--- src/rtl/fetch_stage.sv ---
// fetch_stage: LC-3 instruction fetch. Owns the PC, reads imem, and queues {instr, npc} for decode.
// Revision 1.0
`default_nettype none
`timescale 1ns/1ps

module fetch_stage #(
  parameter int                   INSTRUCTION_WIDTH = 16,
  parameter int                   NPC_WIDTH         = 16,
  parameter logic [NPC_WIDTH-1:0] RESET_PC          = 'h3000,
  parameter int                   DEPTH             = 2
) (
  input  logic                         clock,
  input  logic                         reset,
  input  logic                         enable_fetch,
  input  logic                         br_taken,
  input  logic [NPC_WIDTH-1:0]         taddr,
  output logic                         imem_rd,
  output logic [NPC_WIDTH-1:0]         imem_addr,
  input  logic [INSTRUCTION_WIDTH-1:0] imem_dout,
  output logic [NPC_WIDTH-1:0]         pc,
  output logic                         instr_valid,
  output logic [INSTRUCTION_WIDTH-1:0] instr_dout,
  output logic [NPC_WIDTH-1:0]         npc_out,
  input  logic                         decode_ready
);

  localparam int PW = (DEPTH > 1) ? $clog2(DEPTH) : 1;
  localparam int CW = $clog2(DEPTH + 1);

  logic [INSTRUCTION_WIDTH-1:0] q_instr [DEPTH];
  logic [NPC_WIDTH-1:0]         q_npc   [DEPTH];
  logic [PW-1:0]                head;
  logic [PW-1:0]                tail;
  logic [CW-1:0]                count;
  logic                         inflight;
  logic [NPC_WIDTH-1:0]         inflight_npc;

  logic          pop;
  logic          wr;
  logic [CW:0]   occupancy;

  function automatic logic [PW-1:0] next_ptr(input logic [PW-1:0] p);
    return (p == PW'(DEPTH - 1)) ? '0 : p + 1'b1;
  endfunction

  assign instr_valid = (count != '0);
  assign instr_dout  = q_instr[head];
  assign npc_out     = q_npc[head];
  assign imem_addr   = pc;

  // A redirect kills both the pop and the pending response in the same cycle.
  assign pop = instr_valid && decode_ready && !br_taken;
  assign wr  = inflight && !br_taken;

  // Slots promised = entries held + response pending, less the one leaving now.
  assign occupancy = {1'b0, count} + (CW + 1)'(inflight) - (CW + 1)'(pop);
  assign imem_rd   = !reset && enable_fetch && !br_taken && (occupancy < (CW + 1)'(DEPTH));

  always_ff @(posedge clock or posedge reset) begin
    if (reset) begin
      pc           <= RESET_PC;
      inflight     <= 1'b0;
      inflight_npc <= '0;
      head         <= '0;
      tail         <= '0;
      count        <= '0;
      for (int i = 0; i < DEPTH; i++) begin
        q_instr[i] <= '0;
        q_npc[i]   <= '0;
      end
    end else if (br_taken) begin
      pc       <= taddr;
      inflight <= 1'b0;
      head     <= '0;
      tail     <= '0;
      count    <= '0;
    end else begin
      inflight <= imem_rd;
      if (imem_rd) begin
        pc           <= pc + 1'b1;
        inflight_npc <= pc + 1'b1;
      end
      if (wr) begin
        q_instr[tail] <= imem_dout;
        q_npc[tail]   <= inflight_npc;
        tail          <= next_ptr(tail);
      end
      if (pop) begin
        head <= next_ptr(head);
      end
      count <= count + CW'(wr) - CW'(pop);
    end
  end

  a_no_overflow: assert property (@(posedge clock) disable iff (reset)
    wr |-> (count < CW'(DEPTH)));

endmodule

`default_nettype wire

--- config.mk ---
export PLATFORM = sky130hd
export DESIGN_NAME = fetch_stage
export DESIGN_NICKNAME = d
export VERILOG_FILES = /design/src/rtl/fetch_stage.sv
export SDC_FILE = /design/constraint.sdc
export NUM_CORES = 1
export LEC_CHECK = 0
export BUFFER_PORTS_ARGS = -buffer_cell sky130_fd_sc_hd__buf_2
export CAP_MARGIN = 30
export CORE_ASPECT_RATIO = 0.6
export CORE_MARGIN = 5
export CORE_UTILIZATION = 40
export CTS_CLUSTER_SIZE = 28
export DETAILED_ROUTE_END_ITERATION = 10
export SETUP_SLACK_MARGIN = 0.3
export SYNTH_ARGS = -nofsm -noshare
export SYNTH_HDL_FRONTEND = slang
export SYNTH_SLANG_ARGS = --single-unit
--- constraint.sdc ---
create_clock -name clock -period 4 [get_ports clock]
set_input_delay 0.4 -clock clock [delete_from_list [all_inputs] [get_ports clock]]
set_output_delay 0.4 -clock clock [all_outputs]
set_load 0.05 [all_outputs]
== Yosys cells after proc, flatten, opt, wreduce, memory -nomap -nowiden ==
Index checks and enable logic that the tools add are counted.

* $lt $le $gt $ge: 4
* Bitwise logic cells: 3
* $add $sub $neg: 7
* Reductions and logical operators: 15
* Muxes and demuxes: 20

{| class="wikitable"
|+ Operators by type and width
! kind !! number
|-
| $mux W16 || 9
|-
| $bwmux W32 || 2
|-
| $add A16 B1 Y16 const B || 1
|-
| $demux W16 S1 || 1
|-
| $reduce_bool A2 Y1 || 4
|-
| $logic_and A1 B1 Y1 || 7
|-
| $mux W1 || 7
|-
| $ge A2 B2 Y1 const B || 2
|-
| $not A1 Y2 || 2
|-
| $reduce_and A2 Y1 || 2
|-
| $add A2 B1 Y3 || 1
|-
| $lt A3 B2 Y1 const B || 1
|-
| $sub A3 B1 Y3 || 1
|-
| $add A1 B1 Y1 const B || 2
|-
| $add A2 B1 Y2 || 1
|-
| $logic_not A1 Y1 || 2
|-
| $lt A2 B1 Y1 const B || 1
|-
| $mux W2 || 1
|-
| $sub A2 B1 Y2 || 1
|-
| $not A1 Y1 || 1
|}

* Bits in registers: 101
* Input port bits: 37
* Logic and storage cells: 59

== Longest topological paths before layout ==
Gate-level depths: netlist (run 1).

* Depth in word-level cells: 8
* Gate-level depth with buffers: 12
* Depth with buffers taken out: 11

== Least setup slack after synthesis (run 1) ==
Ideal clock, no wire load.

* Path kind: reg-to-output
* Start point: reg count[1]
* End point: out imem_rd
* Setup slack: 0.617 ns
* Path buffers: 2
* Stages on the path, launching flop included: 12
* Arrival: 2.983 ns
* Cell sequence: dfrtp_1 -> or2_2 -> nand2_1 -> nor2_1 -> ha_1 -> nand2b_1 -> fa_1 -> xnor2_1 -> nand2_4 -> buf_6 -> buf_6 -> inv_1

* Word-level cells in the longest chain between the ends: 6

{| class="wikitable"
|+ RTL lines
! what !! line !! text
|-
| start: declaration || 34 || <nowiki>logic [CW-1:0] count;</nowiki>
|-
| start signal: assignment || 91 || <nowiki>count <= count + CW'(wr) - CW'(pop);</nowiki>
|-
| $reduce_bool A2 Y1 || 46 || <nowiki>assign instr_valid = (count != '0);</nowiki>
|-
| net instr_valid || 21 || <nowiki>output logic instr_valid,</nowiki>
|-
| $logic_and A1 B1 Y1 (2 in a row) || 52 || <nowiki>assign pop = instr_valid && decode_ready && !br_taken;</nowiki>
|-
| $sub A3 B1 Y3 || 56 || <nowiki>assign occupancy = {1'b0, count} + (CW + 1)'(inflight) - (CW + 1)'(pop);</nowiki>
|-
| $lt A3 B2 Y1 || 57 || <nowiki>assign imem_rd = !reset && enable_fetch && !br_taken && (occupancy < (CW + 1)'(DEPTH));</nowiki>
|-
| $logic_and A1 B1 Y1 || 57 ||
|-
| end: declaration || 17 || <nowiki>output logic imem_rd,</nowiki>
|}

The timed path passes the listed nets, and every way through them passes these cells.

== Worst setup path after layout (run 1) ==
* Start point: reg count[1]
* End point: out imem_rd

* Word-level cells in the longest chain between the ends: 6

{| class="wikitable"
|+ RTL lines
! what !! line
|-
| parallel branches: the longest is 3 deep, another holds $add A2 B1 Y3 || --
|-
| $sub A3 B1 Y3 * || 56
|-
| $lt A3 B2 Y1 * || 57
|-
| $logic_and A1 B1 Y1 * || 57
|}

Every way passes the cells marked *.

==> results of run 1 <==
cell usage after synthesis (6+ instances only):
library cell	count	area (sq um)
a22oi_1	7	52.6
buf_4	20	150
nand4_1	6	37.5
a221o_1	7	70.1
buf_2	6	30.0
nor2_1	10	37.5
xor2_1	13	114
mux2_2	95	1070
nand2_1	18	67.6
o21ai_0	17	85.1
nand3_1	6	30.0
dfrtp_1	99	2480
xnor2_1	6	52.6
cells by family after synthesis:
group,after synthesis,synth area share
AND/OR/NAND/NOR,64,0.0735
AO/OA/AOI/OAI,47,0.0672
multiplexers,96,0.224
XOR/XNOR,19,0.0345
buffers and inverters,43,0.0610
adder cells (fa/ha/maj),5,0.0145
flip-flops,101,0.525
stage by stage:
step                power [mW]  setup slack (ns)  utilization  instances  hold WS [ns]
floorplan                 2.55             0.617            -        375         0.454
CTS                       3.73             0.309        0.473        626         0.261
detailed placement        2.84             0.689        0.447        610         0.485
global route              3.88             0.311        0.474        626         0.275
global placement          2.80             0.786        0.446        609         0.466
finish                    3.69             0.484        0.474        626         0.239
worst paths after layout:
| check | endpoint | slack [ns] |
|---|---|---|
| worst max-delay path | imem_rd | 0.48 |
| worst min-delay path | imem_addr[6] | 0.24 |
| worst max register to register | imem_addr[2] | 0.74 |
| worst min register to register | q_npc[2] | 0.50 |
| max in group asynchronous | q_npc[2] | 2.80 |
| min in group clock | imem_addr[4] | 0.28 |
sequential cells by signal (all words and copies together) (netlist names):
signal        cells
count             2
head              1
imem_addr        16
inflight          1
inflight_npc     16
q_instr          32
q_npc            32
tail              1
power groups by stage:
stage	Clock, mW	Combinational, mW	Sequential [mW]
2_1_floorplan	0	1.08	1.47
3_3_place_gp	0	1.36	1.44
3_5_place_dp	0	1.37	1.47
4_1_cts	0.907	1.38	1.45
5_1_grt	0.944	1.45	1.48
6_report	0.876	1.37	1.45
what timing repair did:
action	in CTS	in global routing
gates resized for setup	0	3
endpoints found under the setup margin	0	1
hold buffers	0	0
endpoints found under the hold margin	0	0
routing by layer:
layer,GRT usage,wire [um],vias to the layer above
met5,0,0,-
met4,0.0374,116,0
met3,0.0504,727,13
met2,0.232,4820,88
met1,0.213,4850,1623
li1,-,-,1487
final cells by class:
cell class	count	area share
clock buffer	11	0.0430
clock inverter	5	0.0106
inverter	6	0.00487
multi-input combinational	231	0.357
sequential	101	0.448
tap	165	0.0366
timing repair buffer	107	0.0997
==> summary.txt, run 1 <==
Status: completed
Number of cells on the worst reg-to-reg path: 10
First-pass GRT wire length: 17100 um
TritonCTS clock tree: done
Via count of the first global-routing pass: 3356
Area of the multi-input gates: 2020 sq um
Syn avg cell area: 12.9 sq um
Die extent in x: 152 um
Seq pwr share: 0.392
Max IR drop VDD: 270 uV
RSZ-0062 raised after global routing: false
Hold crit path type: primary input to async pin
Cell depth of the worst setup path: 10
H-tree depth: 3
Gate power share: 0.370
Clock root buffer: clkbuf_16
Family with the most delay on the worst path: simple AND/OR/NAND/NOR gates
Ys flop type: dfrtp_1
Sink Count: 101
Setup_tns: 0 ns
Hpwl dp: 7310 um
Crit. Startpoint: count[1]
Clock power share: 0.237
Max-slew headroom: 0.458
Leak: 2.72 nW
Most frequent cells in the layout: buf_2, dfrtp_1, mux2_2
Via count: 3211
Slowest library cell on the worst path: fa_1
Nets: 498
Area growth, synth to finish: 17.2%
Worst EP arrival: 3.12 ns
PwrDens: 653 nW/um^2
Fraction of registers with async set/reset: 1.00
Gr usage total: 0.153
GP Congestion: 0.768
Type of origin of the critical path: flip-flop
Worst skew pair latency: 0.34 ns
YS warnings: 0
Hold Vio Cnt, Final: 0
Cell Chain, Critical Path: or2_2 -> nand2_1 -> nor2_1 -> ha_1 -> nand2b_1 -> fa_1 -> and4bb_2 -> nand2_8 -> inv_1 -> clkbuf_4
Drt pass-1 iters: 4
Internal power: 2.22 mW
Residual DRC: 0
DR vias/cell: 5.13
Max-slew violations: 0
Ant diodes: 0
Worst Path Required: 3.60 ns
FP Rows: 31
WL/cell: 16.8 um
Least-Margin Pin Slew: 0.813 ns
CP max FO: 31
Critical path's largest stage delay: 0.49 ns
CTS buffer count: 9
CP endpoint kind: output port
Final min period: 3.52 ns
Unique masters post-synth: 46
Number of synthesized flops with an enable pin: 0
Port Buffers: 102
Initial antenna violation count: 0
DIE HEIGHT: 95.0 um
Sequential cell area fraction in the yosys report: 0.525
CTS clk-pin slew, worst paths: 0.07 ns
Mapped Area: 4820 sq um
Fillers: 1114
Final wirelength: 10500 um
Post-Syn Nets: 417
Flops & latches, synth: 101
Post-route ant nets: 0
CP Class: flip-flop to output port
Peak Freq: 284 MHz
Core area: 11900 sq um
Share of cells above drive strength 1: 0.503
Initial Util: 0.405
Post-Synthesis Cells: 375
Largest net degree at the start of global routing: 67
DRT iter0 DRCs: 102
Clk_skew: 0.00773 ns
FF/Latch Area: 2530 sq um
Endpoints failing setup: 0
Final period utilization: 0.879
Total gr overflow: 0
Commonest non-fill, non-tap cell in the layout: buf_2
Postcts setup bufs: 0
# IOs: 103
WP buf/inv: 2
Full die area: 14400 sq um
RR Startpoint: count[1]
Placed Area: 5330 sq um
Post-route cell area: 5650 sq um
Sw Pwr: 1.47 mW
Net Sw Frac: 0.398
Clk buf depth: 2
Max-Cap Viols: 0
(Power assumes the default switching activity.)
==> run 2: changes to the inputs <==
==> constraint.sdc (replaced) <==
create_clock -name clock -period 4 [get_ports clock]
set_input_delay 0.2 -clock clock [delete_from_list [all_inputs] [get_ports clock]]
set_output_delay 0.2 -clock clock [all_outputs]
set_load 0.05 [all_outputs]
==> run 2 against run 1 <==
Effect of this change: register-to-register slack better by 0.02 ns; first-iteration DRC count up 36%; die area unchanged; via count down 1.7%; critical endpoint unchanged; sequential power about the same; critical path depth unchanged; non-clock buffer count down 1; largest cell class unchanged; routed wire length down 2.4%.
==> summary.txt, run 2 (synthesized netlist as in run 1, its figures left out) <==
Port Buffers: 102
Final period utilization: 0.846
Most frequent cells in the layout: buf_2, dfrtp_1, mux2_2
Initial Util: 0.405
# IOs: 103
Family with the most delay on the worst path: simple AND/OR/NAND/NOR gates
Hold crit path type: primary input to async pin
Number of cells on the worst reg-to-reg path: 10
GP Congestion: 0.727
FP Rows: 31
Residual DRC: 0
Post-CTS sizing: 0
Postcts setup bufs: 0
Hold Vio Cnt, Final: 0
Flop2flop setup slack: 0.76 ns
Ant diodes: 0
Endpoints failing setup: 0
WHS: 0.00765 ns
WP buf/inv: 2
RSZ-0062 raised after global routing: false
Max-Cap Viols: 0
Top flop regs: q_instr x32, q_npc x32
Initial antenna violation count: 0
First-pass GRT wire length: 16600 um
Placed Cells: 609
Gate power share: 0.369
Post-route ant nets: 0
DR vias/cell: 5.04
Max-slew headroom: 0.495
Dpl ws: 0.788 ns
Commonest non-fill, non-tap cell in the layout: buf_2
Cell Chain, Critical Path: or2_2 -> nand2_1 -> nor2_1 -> ha_1 -> nand2b_1 -> fa_1 -> xnor2_2 -> nand2_4 -> inv_1 -> buf_2
CP max FO: 23
WL/cell: 16.4 um
DIE HEIGHT: 95.0 um
Post-CTS Hold Buffers: 0
CP Class: flip-flop to output port
Die extent in x: 152 um
RR Startpoint: count[1]
Share of cells above drive strength 1: 0.503
Leak: 2.71 nW
Total gr overflow: 0
Worst Path Required: 3.80 ns
Clk_skew: 0.00845 ns
PwrDens: 652 nW/um^2
Final worst setup slack: 0.617 ns
Final wirelength: 10300 um
Hpwl dp: 7060 um
Slowest library cell on the worst path: dfrtp_1
Fin util: 0.473
Full die area: 14400 sq um
Seq pwr share: 0.393
Type of origin of the critical path: flip-flop
H-tree depth: 3
DRT iter0 DRCs: 139
Clk buf depth: 2
Fillers: 1128
Post-route cell area: 5630 sq um
Setup_tns: 0 ns
Final min period: 3.38 ns
Worst flop-to-flop path endpoint: imem_addr[2]
Max IR drop VDD: 332 uV
Drt pass-1 iters: 4
Gr usage total: 0.148
Critical path's largest stage delay: 0.47 ns
Worst EP arrival: 3.18 ns
CP endpoint kind: output port
Largest net degree at the start of global routing: 63
Via count: 3155
CTS buffer count: 9
Sink Count: 101
Internal power: 2.22 mW
Net Sw Frac: 0.396
CTS clk-pin slew, worst paths: 0.07 ns
Placed Area: 5320 sq um
Via count of the first global-routing pass: 3234
Area growth, synth to finish: 16.9%
Clock root buffer: clkbuf_16
Core area: 11900 sq um
TritonCTS clock tree: done
Peak Freq: 296 MHz
Clock power share: 0.238
Nets: 498
Final instance count without filler cells: 626
Status: completed
Sw Pwr: 1.46 mW
Total power: 3.67 mW
Least-Margin Pin Slew: 0.758 ns
Max-slew violations: 0
Worst skew pair latency: 0.34 ns
[run 2: cell count changes in the layout (fill, tap and decap cells not counted), sizes merged]
cell	previous run	this run
nand2	20	21
clkbuf	12	11
[run 2: power by group through the flow]
stage          combinational, mW  sequential [mW]  clock, mW
2_1_floorplan               1.08             1.47          0
3_3_place_gp                1.36             1.44          0
3_5_place_dp                1.37             1.47          0
4_1_cts                     1.37             1.45      0.902
5_1_grt                     1.44             1.48      0.941
6_report                    1.36             1.44      0.876
[run 2: layout make-up]
class                   instances  area [sq um]  area share
flip-flops and latches        101          2530       0.449
well taps                     165           206      0.0366
repair buffers                106           553      0.0982
multi-input cells             232          2010       0.358
clock buffers                  11           243      0.0431
inverters                       6          27.5     0.00489
clock inverters                 5          60.1      0.0107
[run 2: how the worst max path moves through the flow]
stage                         to  slack [ns]  cells after the start      from
global route             imem_rd        0.43                     10  count[1]
floorplan                imem_rd        0.82                     11  count[1]
global placement    imem_addr[5]        0.87                     11  count[1]
detailed placement  imem_addr[6]        0.79                     11  count[1]
finish                   imem_rd        0.62                     10  count[1]
CTS                      imem_rd        0.44                     10  count[1]
[run 2: routing by layer]
metal / part of all wire / up-vias / track usage
met2: 0.45 / 91 / 0.223
met4: 0.0083 / 0 / 0.0336
met1: 0.48 / 1569 / 0.215
li1: - / 1486 / -
met3: 0.057 / 9 / 0.0380
met5: 0 / - / 0
==> run 3: changes to the inputs <==
clock period = 3.4 ns   (was 4 ns; I/O delays follow)
==> run 3 against run 2 <==
Effect of this change: critical path depth unchanged; combinational power up 20%; non-clock buffer count rose by 7; first-iteration DRC count is 23% higher; clock power up 19%; die area unchanged; critical path type unchanged; largest power group unchanged; clock skew decreased by 0.0015 ns.
==> summary.txt, run 3 (synthesized netlist as in run 1, its figures left out) <==
Gr usage total: 0.155
GP Congestion: 0.752
Clock root buffer: clkbuf_16
H-tree depth: 3
Commonest non-fill, non-tap cell in the layout: buf_2
Area of the multi-input gates: 2050 sq um
PwrDens: 760 nW/um^2
Leak: 2.75 nW
Max-Cap Viols: 0
CP max FO: 14
Sink Count: 101
Hold crit path type: primary input to flip-flop
Top flop regs: q_instr x32, q_npc x32
Least-Margin Pin Slew: 0.782 ns
Peak Freq: 329 MHz
Nets: 505
WHS: 0.0537 ns
Worst skew pair latency: 0.34 ns
Via count of the first global-routing pass: 3318
Residual DRC: 0
Die extent in x: 152 um
Flop2flop setup slack: 0.37 ns
Setup_tns: 0 ns
Total gr overflow: 0
Max-slew violations: 0
Full die area: 14400 sq um
CP endpoint kind: output port
Post-route ant nets: 0
Endpoints failing setup: 0
Core area: 11900 sq um
DIE HEIGHT: 95.0 um
Worst Path Required: 3.23 ns
Drt pass-1 iters: 4
WL/cell: 17.1 um
WP buf/inv: 2
FF/Latch Area: 2530 sq um
DRT iter0 DRCs: 171
Worst EP arrival: 2.87 ns
Slowest library cell on the worst path: fa_2
CP Class: flip-flop to output port
CTS buffer count: 9
Share of cells above drive strength 1: 0.517
Final wirelength: 10800 um
Via count: 3243
CTS clk-pin slew, worst paths: 0.07 ns
Final min period: 3.04 ns
Hpwl dp: 7480 um
# IOs: 103
Max-slew headroom: 0.479
Initial Util: 0.405
TritonCTS clock tree: done
Clk_skew: 0.00695 ns
Critical path's largest stage delay: 0.53 ns
First-pass GRT wire length: 17300 um
Ant diodes: 0
Area growth, synth to finish: 19.4%
Family with the most delay on the worst path: simple AND/OR/NAND/NOR gates
Type of origin of the critical path: flip-flop
Fillers: 1105
Max IR drop VDD: 420 uV
Hold Vio Cnt, Final: 0
RSZ-0062 raised after global routing: true
Port Buffers: 102
Cell Chain, Critical Path: or2_2 -> nand2_1 -> nor2_1 -> ha_1 -> nand2b_1 -> fa_2 -> and4bb_4 -> nand2_8 -> clkinvlp_4 -> buf_6
DR vias/cell: 5.12
Largest net degree at the start of global routing: 44
Final period utilization: 0.894
FP Rows: 31
Most frequent cells in the layout: buf_2, dfrtp_1, mux2_2
Clk buf depth: 2
Status: completed
Initial antenna violation count: 0
[run 3: cell types whose count changed in the layout (fill, tap and decap cells not counted), sizes merged]
cell,change
dlygate4sd3,+1
clkbuf,-2
inv,+2
clkinv,-1
clkinvlp,+1
buf,+6
[run 3: worst register-to-register path, stage by stage (launching register included)]
cell and delay [ns]:
dfrtp_2 0.40, or2_2 0.30, nand2_1 0.11, nor2_1 0.07, ha_1 0.26, nand2b_1 0.16
fa_2 0.42, and4bb_4 0.24, a21oi_2 0.64, o21bai_1 0.22, a221o_1 0.15
[run 3: cell type report]
| type | count | area share |
|---|---|---|
| Tap cell | 165 | 0.0359 |
| Clock inverter | 7 | 0.0141 |
| Multi-Input combinational cell | 232 | 0.355 |
| Clock buffer | 9 | 0.0391 |
| Timing Repair Buffer | 113 | 0.110 |
| Sequential cell | 101 | 0.440 |
| Inverter | 6 | 0.00543 |
[run 3: power by group]
group / internal (mW) / switching [mW]
clock network: 0.581 / 0.464
registers: 1.50 / 0.198
logic: 0.529 / 1.10
[run 3: repair_timing]
item	CTS	global route
hold buffers	1	0
resized for setup	7	1
hold endpoints to repair	40	0
setup buffers	3	0
pin swaps	3	0
gates cloned	1	0
endpoints found under the setup margin	20	12
[run 3: final timing paths]
path | from | endpoint | cells after the start
max reg2reg | count[1] | imem_addr[7] | 10
min | taddr[4] | imem_addr[4] | 3
max | count[1] | imem_rd | 10
min reg2reg | q_npc[28] | q_npc[28] | 1
min in group asynchronous | reset | imem_addr[4] | 3
max in group asynchronous | reset | imem_addr[12] | 5
[run 3: per-layer routing]
layer  vias to the layer above  wire (um)  global-route usage
met5                         -          0                   0
met4                         0         92              0.0336
met3                        12        699              0.0442
met2                        89       4930               0.242
met1                      1639       5080               0.218
li1                       1503          -                   -
[run 3: per-stage QoR]
stage / cell area (sq um) / total power [mW] / instances / utilization / setup slack (ns)
after detailed placement: 5360 / 3.35 / 612 / 0.450 / 0.198
after global placement: 5320 / 3.30 / 610 / 0.446 / 0.303
after global routing: 5760 / 4.60 / 633 / 0.483 / 0.209
final: 5760 / 4.37 / 633 / 0.483 / 0.362
after floorplan: 4820 / 3.00 / 375 / - / 0.368
after CTS: 5750 / 4.43 / 633 / 0.483 / 0.308
